`config.mk`:
```
export PLATFORM = sky130hd
export DESIGN_NAME = sprite_store_scan
export DESIGN_NICKNAME = d
export VERILOG_FILES = /design/src/rtl/sprite_store_scan.sv
export SDC_FILE = /design/constraint.sdc
export NUM_CORES = 1
export LEC_CHECK = 0
export CAP_MARGIN = 20
export CORE_MARGIN = 4
export CORE_UTILIZATION = 60
export CTS_CLUSTER_DIAMETER = 30
export DETAILED_ROUTE_END_ITERATION = 16
export PLACE_DENSITY = 0.82
export REMOVE_ABC_BUFFERS = 1
export SLEW_MARGIN = 25
export SYNTH_ARGS = -nofsm -noshare
export SYNTH_HDL_FRONTEND = slang
export SYNTH_SLANG_ARGS = --single-unit
```
`constraint.sdc`:
```
create_clock -name clk1 -period 4.24 [get_ports clk1]
set_input_delay 0.848 -clock clk1 [delete_from_list [all_inputs] [get_ports clk1]]
set_output_delay 0.848 -clock clk1 [all_outputs]
set_load 0.05 [all_outputs]
```
`src/rtl/sprite_store_scan.sv`:
```
// Per-line OAM scan into a small sprite store, then X-match against the pixel
// counter, holding the winning hit until the fetcher acknowledges it.
module sprite_store_scan #(
    parameter int SLOTS       = 10,
    parameter int OAM_ENTRIES = 40,
    parameter int IDXW        = 6,
    parameter int CNTW        = 4
) (
    input  logic            clk1,
    input  logic            nreset_video,
    input  logic            line_start,
    input  logic [7:0]      ly,
    input  logic            tall,
    input  logic            obj_en,
    output logic [IDXW-1:0] oam_idx,
    input  logic [7:0]      oam_y,
    input  logic [7:0]      oam_x,
    output logic            scanning,
    output logic            scan_done,
    output logic [CNTW-1:0] count,
    output logic            full,
    input  logic [7:0]      px_x,
    input  logic            px_valid,
    output logic            hit,
    output logic [IDXW-1:0] hit_idx,
    output logic [3:0]      hit_row,
    input  logic            fetch_done
);
    typedef enum logic [1:0] {IDLE, SCAN, READY} state_t;
    typedef struct packed {
        logic [IDXW-1:0] idx;
        logic [3:0]      row;
    } hit_t;

    localparam logic [IDXW-1:0] LAST_IDX = IDXW'(OAM_ENTRIES - 1);
    localparam logic [CNTW-1:0] SLOTS_C  = CNTW'(SLOTS);

    state_t                     state, state_d;
    logic [1:0]                 vld_pipe;  // [0] address issued, [1] oam_y/oam_x valid
    logic [IDXW-1:0]            cmp_idx;
    logic [7:0]                 row_full;
    logic [3:0]                 store_row;
    logic                       in_range, store, scan_last, ack, hit_c;
    logic [CNTW-1:0]            hit_slot, win_slot;
    hit_t                       win;
    logic [SLOTS-1:0]           slot_match, slot_wr, slot_inval;
    logic [SLOTS-1:0][IDXW-1:0] slot_idx;
    logic [SLOTS-1:0][3:0]      slot_row;

    assign row_full  = ly + 8'd16 - oam_y;
    assign in_range  = tall ? (row_full < 8'd16) : (row_full < 8'd8);
    assign store_row = {tall & row_full[3], row_full[2:0]};
    assign scan_last = (state == SCAN) && vld_pipe[1] && (cmp_idx == LAST_IDX);
    assign store     = (state == SCAN) && vld_pipe[1] && in_range && !full && !line_start;
    assign ack       = (state == READY) && hit && fetch_done && !line_start;
    assign scanning  = (state == SCAN);
    assign full      = (count == SLOTS_C);

    for (genvar i = 0; i < SLOTS; i++) begin : g_slot
        logic            vld;
        logic [7:0]      x;
        logic [IDXW-1:0] idx;
        logic [3:0]      row;

        assign slot_wr[i]    = store && (count == CNTW'(i));
        assign slot_inval[i] = ack && (hit_slot == CNTW'(i));

        always_ff @(posedge clk1) begin
            if (!nreset_video) begin
                vld <= 1'b0;
                x   <= '0;
                idx <= '0;
                row <= '0;
            end else if (line_start) begin
                vld <= 1'b0;
            end else if (slot_wr[i]) begin
                vld <= 1'b1;
                x   <= oam_x;
                idx <= cmp_idx;
                row <= store_row;
            end else if (slot_inval[i]) begin
                vld <= 1'b0;
            end
        end

        assign slot_match[i] = vld && (x == px_x);
        assign slot_idx[i]   = idx;
        assign slot_row[i]   = row;
    end

    // Slots fill in scan order, so the lowest matching slot is the lowest OAM index.
    always_comb begin
        hit_c    = 1'b0;
        win_slot = '0;
        win      = '0;
        for (int i = SLOTS - 1; i >= 0; i--) begin
            if (slot_match[i]) begin
                hit_c    = 1'b1;
                win_slot = CNTW'(i);
                win.idx  = slot_idx[i];
                win.row  = slot_row[i];
            end
        end
        hit_c = hit_c && obj_en && px_valid;
    end

    always_ff @(posedge clk1) begin
        if (!nreset_video) state <= IDLE;
        else               state <= state_d;
    end

    always_comb begin
        state_d = state;
        if (line_start)     state_d = SCAN;
        else if (scan_last) state_d = READY;
    end

    always_ff @(posedge clk1) begin
        if (!nreset_video) begin
            vld_pipe  <= '0;
            oam_idx   <= '0;
            cmp_idx   <= '0;
            count     <= '0;
            scan_done <= 1'b0;
            hit       <= 1'b0;
            hit_idx   <= '0;
            hit_row   <= '0;
            hit_slot  <= '0;
        end else if (line_start) begin
            vld_pipe  <= 2'b01;
            oam_idx   <= '0;
            count     <= '0;
            scan_done <= 1'b0;
            hit       <= 1'b0;
        end else begin
            scan_done   <= scan_last;
            cmp_idx     <= oam_idx;
            vld_pipe[1] <= vld_pipe[0];
            vld_pipe[0] <= vld_pipe[0] && (oam_idx != LAST_IDX);
            if (vld_pipe[0] && (oam_idx != LAST_IDX))
                oam_idx <= oam_idx + IDXW'(1);
            if (store)
                count <= count + CNTW'(1);
            if (ack) begin
                hit <= 1'b0;
            end else if (state == READY) begin
                if (!obj_en) begin
                    hit <= 1'b0;
                end else if (!hit && hit_c) begin
                    hit      <= 1'b1;
                    hit_idx  <= win.idx;
                    hit_row  <= win.row;
                    hit_slot <= win_slot;
                end
            end
        end
    end
endmodule

```
# --- Word level (Yosys, flattened, before mapping) ---
# Index checks and enable logic that the tools add are counted.
op_classes:
  add_sub_neg: 4
  multipliers: 0
  div_mod_pow: 0
  order_cmp: 2
  eq_ne: 34
  n_shift: 0
  muxes: 56
  bitwise: 4
  n_reduce_logical: 72
ops:
  columns: ["operator", "count"]
  rows:
  - ["$mux 10", 10]
  - ["$eq 8x8->1", 10]
  - ["$logic_and 1x1->1", 42]
  - ["$mux 4", 10]
  - ["$mux 1", 36]
  - ["$eq 4x3->1 const B", 8]
  - ["$reduce_and 2->1", 11]
  - ["$reduce_bool 2->1", 11]
  - ["$eq 4x4->1 const B", 5]
  - ["$eq 4x2->1 const B", 4]
  - ["$add 8x5->8 const B", 1]
  - ["$eq 4x1->1 const B", 2]
  - ["$logic_not 4->1", 2]
  - ["$lt 8x4->1 const B", 1]
  - ["$lt 8x5->1 const B", 1]
  - ["$sub 8x8->8", 1]
  - ["$add 6x1->6 const B", 1]
  - ["$eq 6x6->1 const B", 1]
  - ["$ne 6x6->1 const B", 1]
  - ["$reduce_and 5->1", 1]
  - ["$add 4x1->4 const B", 1]
  - ["$logic_not 1->1", 3]
  - ["$not 1->1", 3]
  - ["$reduce_or 3->1", 1]
  - ["other kinds (5)", 5]
totals:
  register_bits: 226
  latch_bits: 0
  ram_bits: 0
  rom_bits: 0
  inputBits: 39
  output_inout_bits: 24
  elab_cells: 224
  memories: 0

# --- Depth between registers and ports, before layout ---
depth:
  depth_word: 17
  mapped_depth: 16
  depth_no_buf: 13

# --- Worst setup path after synthesis ---
# No wires, ideal clock.
synth_path:
  path_kind: "input port to flip-flop"
  start: "input oam_y[1]"
  end: "register g_slot[0].idx[0]"
  setup_ns: 0.073
  t_arrival_ns: 3.857
  required_ns: 4.167
  setup_slack_ns: 0.310
  stages: 15
  path_buffers: 3
  path_cell_list: "inv_1 ha_1 ha_1 inv_1 fa_1 xnor2_1 a2111oi_0 o21ai_1 a2111oi_4 and2_1 buf_4 and4b_1 buf_4 buf_6 mux2i_1"
synth_via:
  elab_chain_len: 8
  elab_cells_between_ends: 9
  cone_classes: "1 x add/sub; 2 x order compare; 1 x mux; 5 x reduce/logical"
synth_rtl:
  columns: ["item", "line_no", "rtl"]
  rows:
  - ["from (decl)", "16", "input logic [7:0] oam_y,"]
  - ["$sub 8x8->8 (*)", "50", "assign row_full = ly + 8'd16 - oam_y;"]
  - ["$lt 8x4->1 / $lt 8x5->1 (equally long branches)", "51", "assign in_range = tall ? (row_full < 8'd16) : (row_full < 8'd8);"]
  - ["$mux 1 (*)", "51", null]
  - ["$logic_and 1x1->1 (*) (3 in series)", "54", "assign store = (state == SCAN) && vld_pipe[1] && in_range && !full && !line_start;"]
  - ["$logic_and 1x1->1 (*)", "65", "assign slot_wr[i] = store && (count == CNTW'(i));"]
  - ["$reduce_and 2->1 (no source line) (*)", null, null]
  - ["to (signal assigned)", "79", "idx <= cmp_idx;"]
  - ["to (decl)", "62", "logic [IDXW-1:0] idx;"]
# Mark *: on every way between the ends. The rest lies on a longest branch, timed or not.
# A chain may end at the register's enable or synchronous reset.

# --- Worst setup path after layout ---
layout_path:
  start: "input oam_y[1]"
  end: "register g_slot[0].idx[5]"
# The elaborated chain is that of the path after synthesis.

==> run_results.csv <==
group,metric,value,unit
cells_and_area,fin_nets,1342,
synth,yosys.area.top_type_share,43.0,%
setup_path,critPathLaunchType,"input port",
drt,ant_nets,0,
flow_run,max-cap-violations,0,
cells_and_area,layout-drive-gt1-share,9.44,%
synth,synth_area,0.0105,mm²
grt,grt_pass1_wl,48000,µm
timing,rsz0062_at_grt,"false",
drt,vias,9489,
setup_path,crit_arrival,4.45,ns
cts,cts.htree.levels,2,
cts,ctsHoldBuffers,0,
synth,synth_edf_count,0,
timing,fin_crit,4.03,ns
pwr,p_leak,4.54,nW
die,start_util,61.1,%
timing,tns,0,ns
drt,routedWlPerCell,19.5,µm
drt,via_per_inst,6.17,
cts,cts_buffers,40,
grt,grt_max_degree,53,
placement,io_buffers,62,
setup_path,worstReg2RegEnd,"g_slot[0].idx[5]",
synth,avgSynthCellArea,8.68,µm²
grt,overflow,0,
cells_and_area,stdcell_count,1538,
synth,yosys_warnings,0,
die,fp.dieArea,0.0197,mm²
cts,postCtsSetupRepairBufs,0,
synth,synth.most_common_cell,"dfxtp_1",
die,io-pin-count,63,
placement,placedCellCount,1467,
die,die_w,140,µm
timing,hold_ws,0.458,ns
synth,synth_common_cells,"dfxtp_1, nand3_1, nand2_1, o21ai_0, mux2i_1",
setup_path,setup.worst_path.end_class,"register",
cts,cts.path.max_buffers,3,
cells_and_area,post-route-util,74.8,%
setup_path,required,4.66,ns
drt,wirelength,29900,µm
synth,synth_flop_cell,"dfxtp_1",
synth,ys_seq_area_share,43.0,%
timing,min_period_over_period,95.0,%
cts,cts_root_buffer,"clkbuf_16",
setup_path,r2r_cells,10,
grt,grt_usage,30.1,%
min_path,worstHoldPathCells,2,
grt,grt_pass1_vias,9356,
cells_and_area,area_delta_synth_final,22.4,%
drt,dr.pass1.iters,6,
cts,cts_resized,0,
synth,netlist_instances,1213,
cts,clk_pin_slew_worst_paths,0.05,ns
die,die_h,140,µm
pwr,p_total,5.56,mW
grt,antenna_found_initial,0,
cells_and_area,stdcell_area,0.0129,mm²
timing,tightest_slew,0.795,ns
cts,clock-sinks,226,
die,core,0.0172,mm²
synth,async_flop_share,0,%
setup_path,cp_max_fo,19,
timing,finalMaxSlewViolations,0,
timing,relSlewSlack,47.0,%
synth,synth_cell_type_count,58,
drt,drt_iter0_drc,911,
min_path,hp-start,"g_slot[8].idx[2]",
timing,skew,0.0177,ns
cells_and_area,diodes,0,
timing,setup_viol,0,
placement,place_ws,-0.227,ns
timing,layout_setup_ws,0.211,ns
min_path,worst_hold_path.endpoint,"g_slot[8].idx[2]",
drt,route.detailed.drc,0,
pwr,p_per_area,432,mW/mm²
synth,synth_area_leaders,"dfxtp_1, mux2i_1, nand3_1",
pwr,vdd_ir_drop_max,0.412,mV
timing,hold_viol,0,
synth,yosys_register_bits,226,
status,status,"complete, no violations",
die,fp-row-count,48,
setup_path,rr_startpoint,"count[0]",
setup_path,r2r_setup_slack,1.15,ns
timing,fmax,0.248,GHz
cts,clk_latency,0.51,ns
placement,hpwl,19400,µm
placement,place_area,0.0116,mm²
cts,tritoncts,"yes",
placement,gp_congestion,0.865,
setup_path,path_class,"input port to register",
min_path,hold_path.class,"register to register",
synth,synth_top_area_cell,"dfxtp_1",
==> per-layer routing <==
metal	up-vias	share of wire [%]	GRT usage, %
met1	4472	39	37.5
met3	132	8.3	5.67
li1	4430	-	-
met4	0	5.1	16.5
met5	-	0	0
met2	455	47	49.2
==> critical path, stage by stage <==
cell and delay, ns:
clkdlybuf4s50_1 0.45, inv_1 0.04, ha_1 0.26, ha_1 0.18, inv_1 0.06, fa_1 0.40
xnor2_1 0.17, a2111oi_0 0.42, o21ai_1 0.18, a2111oi_4 0.44, and2_1 0.27, and4b_1 0.26
buf_12 0.20, mux2i_1 0.26
==> report_power, final <==
group / switching (mW) / internal, mW
combinational: 0.179 / 0.113
clock: 1.10 / 2.04
sequential: 0.00264 / 2.13
total: 1.28 / 4.28
==> state kept, by name, indices dropped and copies added (netlist names) <==
name and cells:
g_slot.vld 10, g_slot.row 40, cmp_idx 6, hit 1, scan_done 1, g_slot.idx 60, hit_idx 6, oam_idx 6
state 2, hit_row 4, vld_pipe 2, g_slot.x 80, hit_slot 4, count 4
==> cells by family after synthesis <==
logic type	share of synthesized area (%)
xor+xnor	7.70
flops	43.0
simple gates	21.2
buf+inv	4.67
compound gates	13.2
fa+ha+maj	2.33
mux	7.89
==> how the worst max path moves through the flow <==
stage	from	endpoint	slack (ns)
6_report	oam_y[1]	g_slot[0].idx[5]	0.21
5_1_grt	oam_y[1]	g_slot[0].idx[5]	0.07
4_1_cts	oam_y[1]	g_slot[0].idx[5]	0.24
3_5_place_dp	oam_y[1]	g_slot[1].x[6]	-0.23
3_3_place_gp	oam_y[1]	g_slot[0].row[3]	-0.05
2_1_floorplan	oam_y[1]	g_slot[0].idx[0]	-0.02
==> cell type report <==
class                   instances  area, µm²
multi-input cells             875       5520
flip-flops and latches        226       4520
fillers                      1196       4350
repair buffers                113       1130
clock buffers                  49       1100
well taps                     225        282
clock inverters                22        236
inverters                      28        105
==> placed cells by master (no fill, tap or decap), types with 6 or more instances in the layout <==
cell | netlist | routed
clkbuf_16 | 0 | 41
nand3_1 | 153 | 153
o221ai_1 | 10 | 10
nor4_1 | 7 | 7
xnor2_1 | 78 | 78
mux2i_1 | 83 | 83
clkdlybuf4s50_1 | 0 | 61
nand2_1 | 130 | 130
nand4_1 | 19 | 19
and3_1 | 6 | 6
a211oi_1 | 9 | 9
inv_1 | 28 | 28
ha_1 | 18 | 18
o21ai_0 | 118 | 118
xor2_1 | 12 | 12
nand2b_1 | 19 | 19
o31ai_1 | 11 | 11
buf_4 | 9 | 41
and2_1 | 14 | 14
a31oi_1 | 13 | 13
nor2_1 | 41 | 41
nor2b_1 | 13 | 13
dfxtp_1 | 226 | 226
nor3_1 | 23 | 23
a21oi_1 | 29 | 29
or3_1 | 11 | 11
buf_12 | 0 | 10
o21a_1 | 7 | 7
No activity file was read; power rests on OpenSTA's default activity.
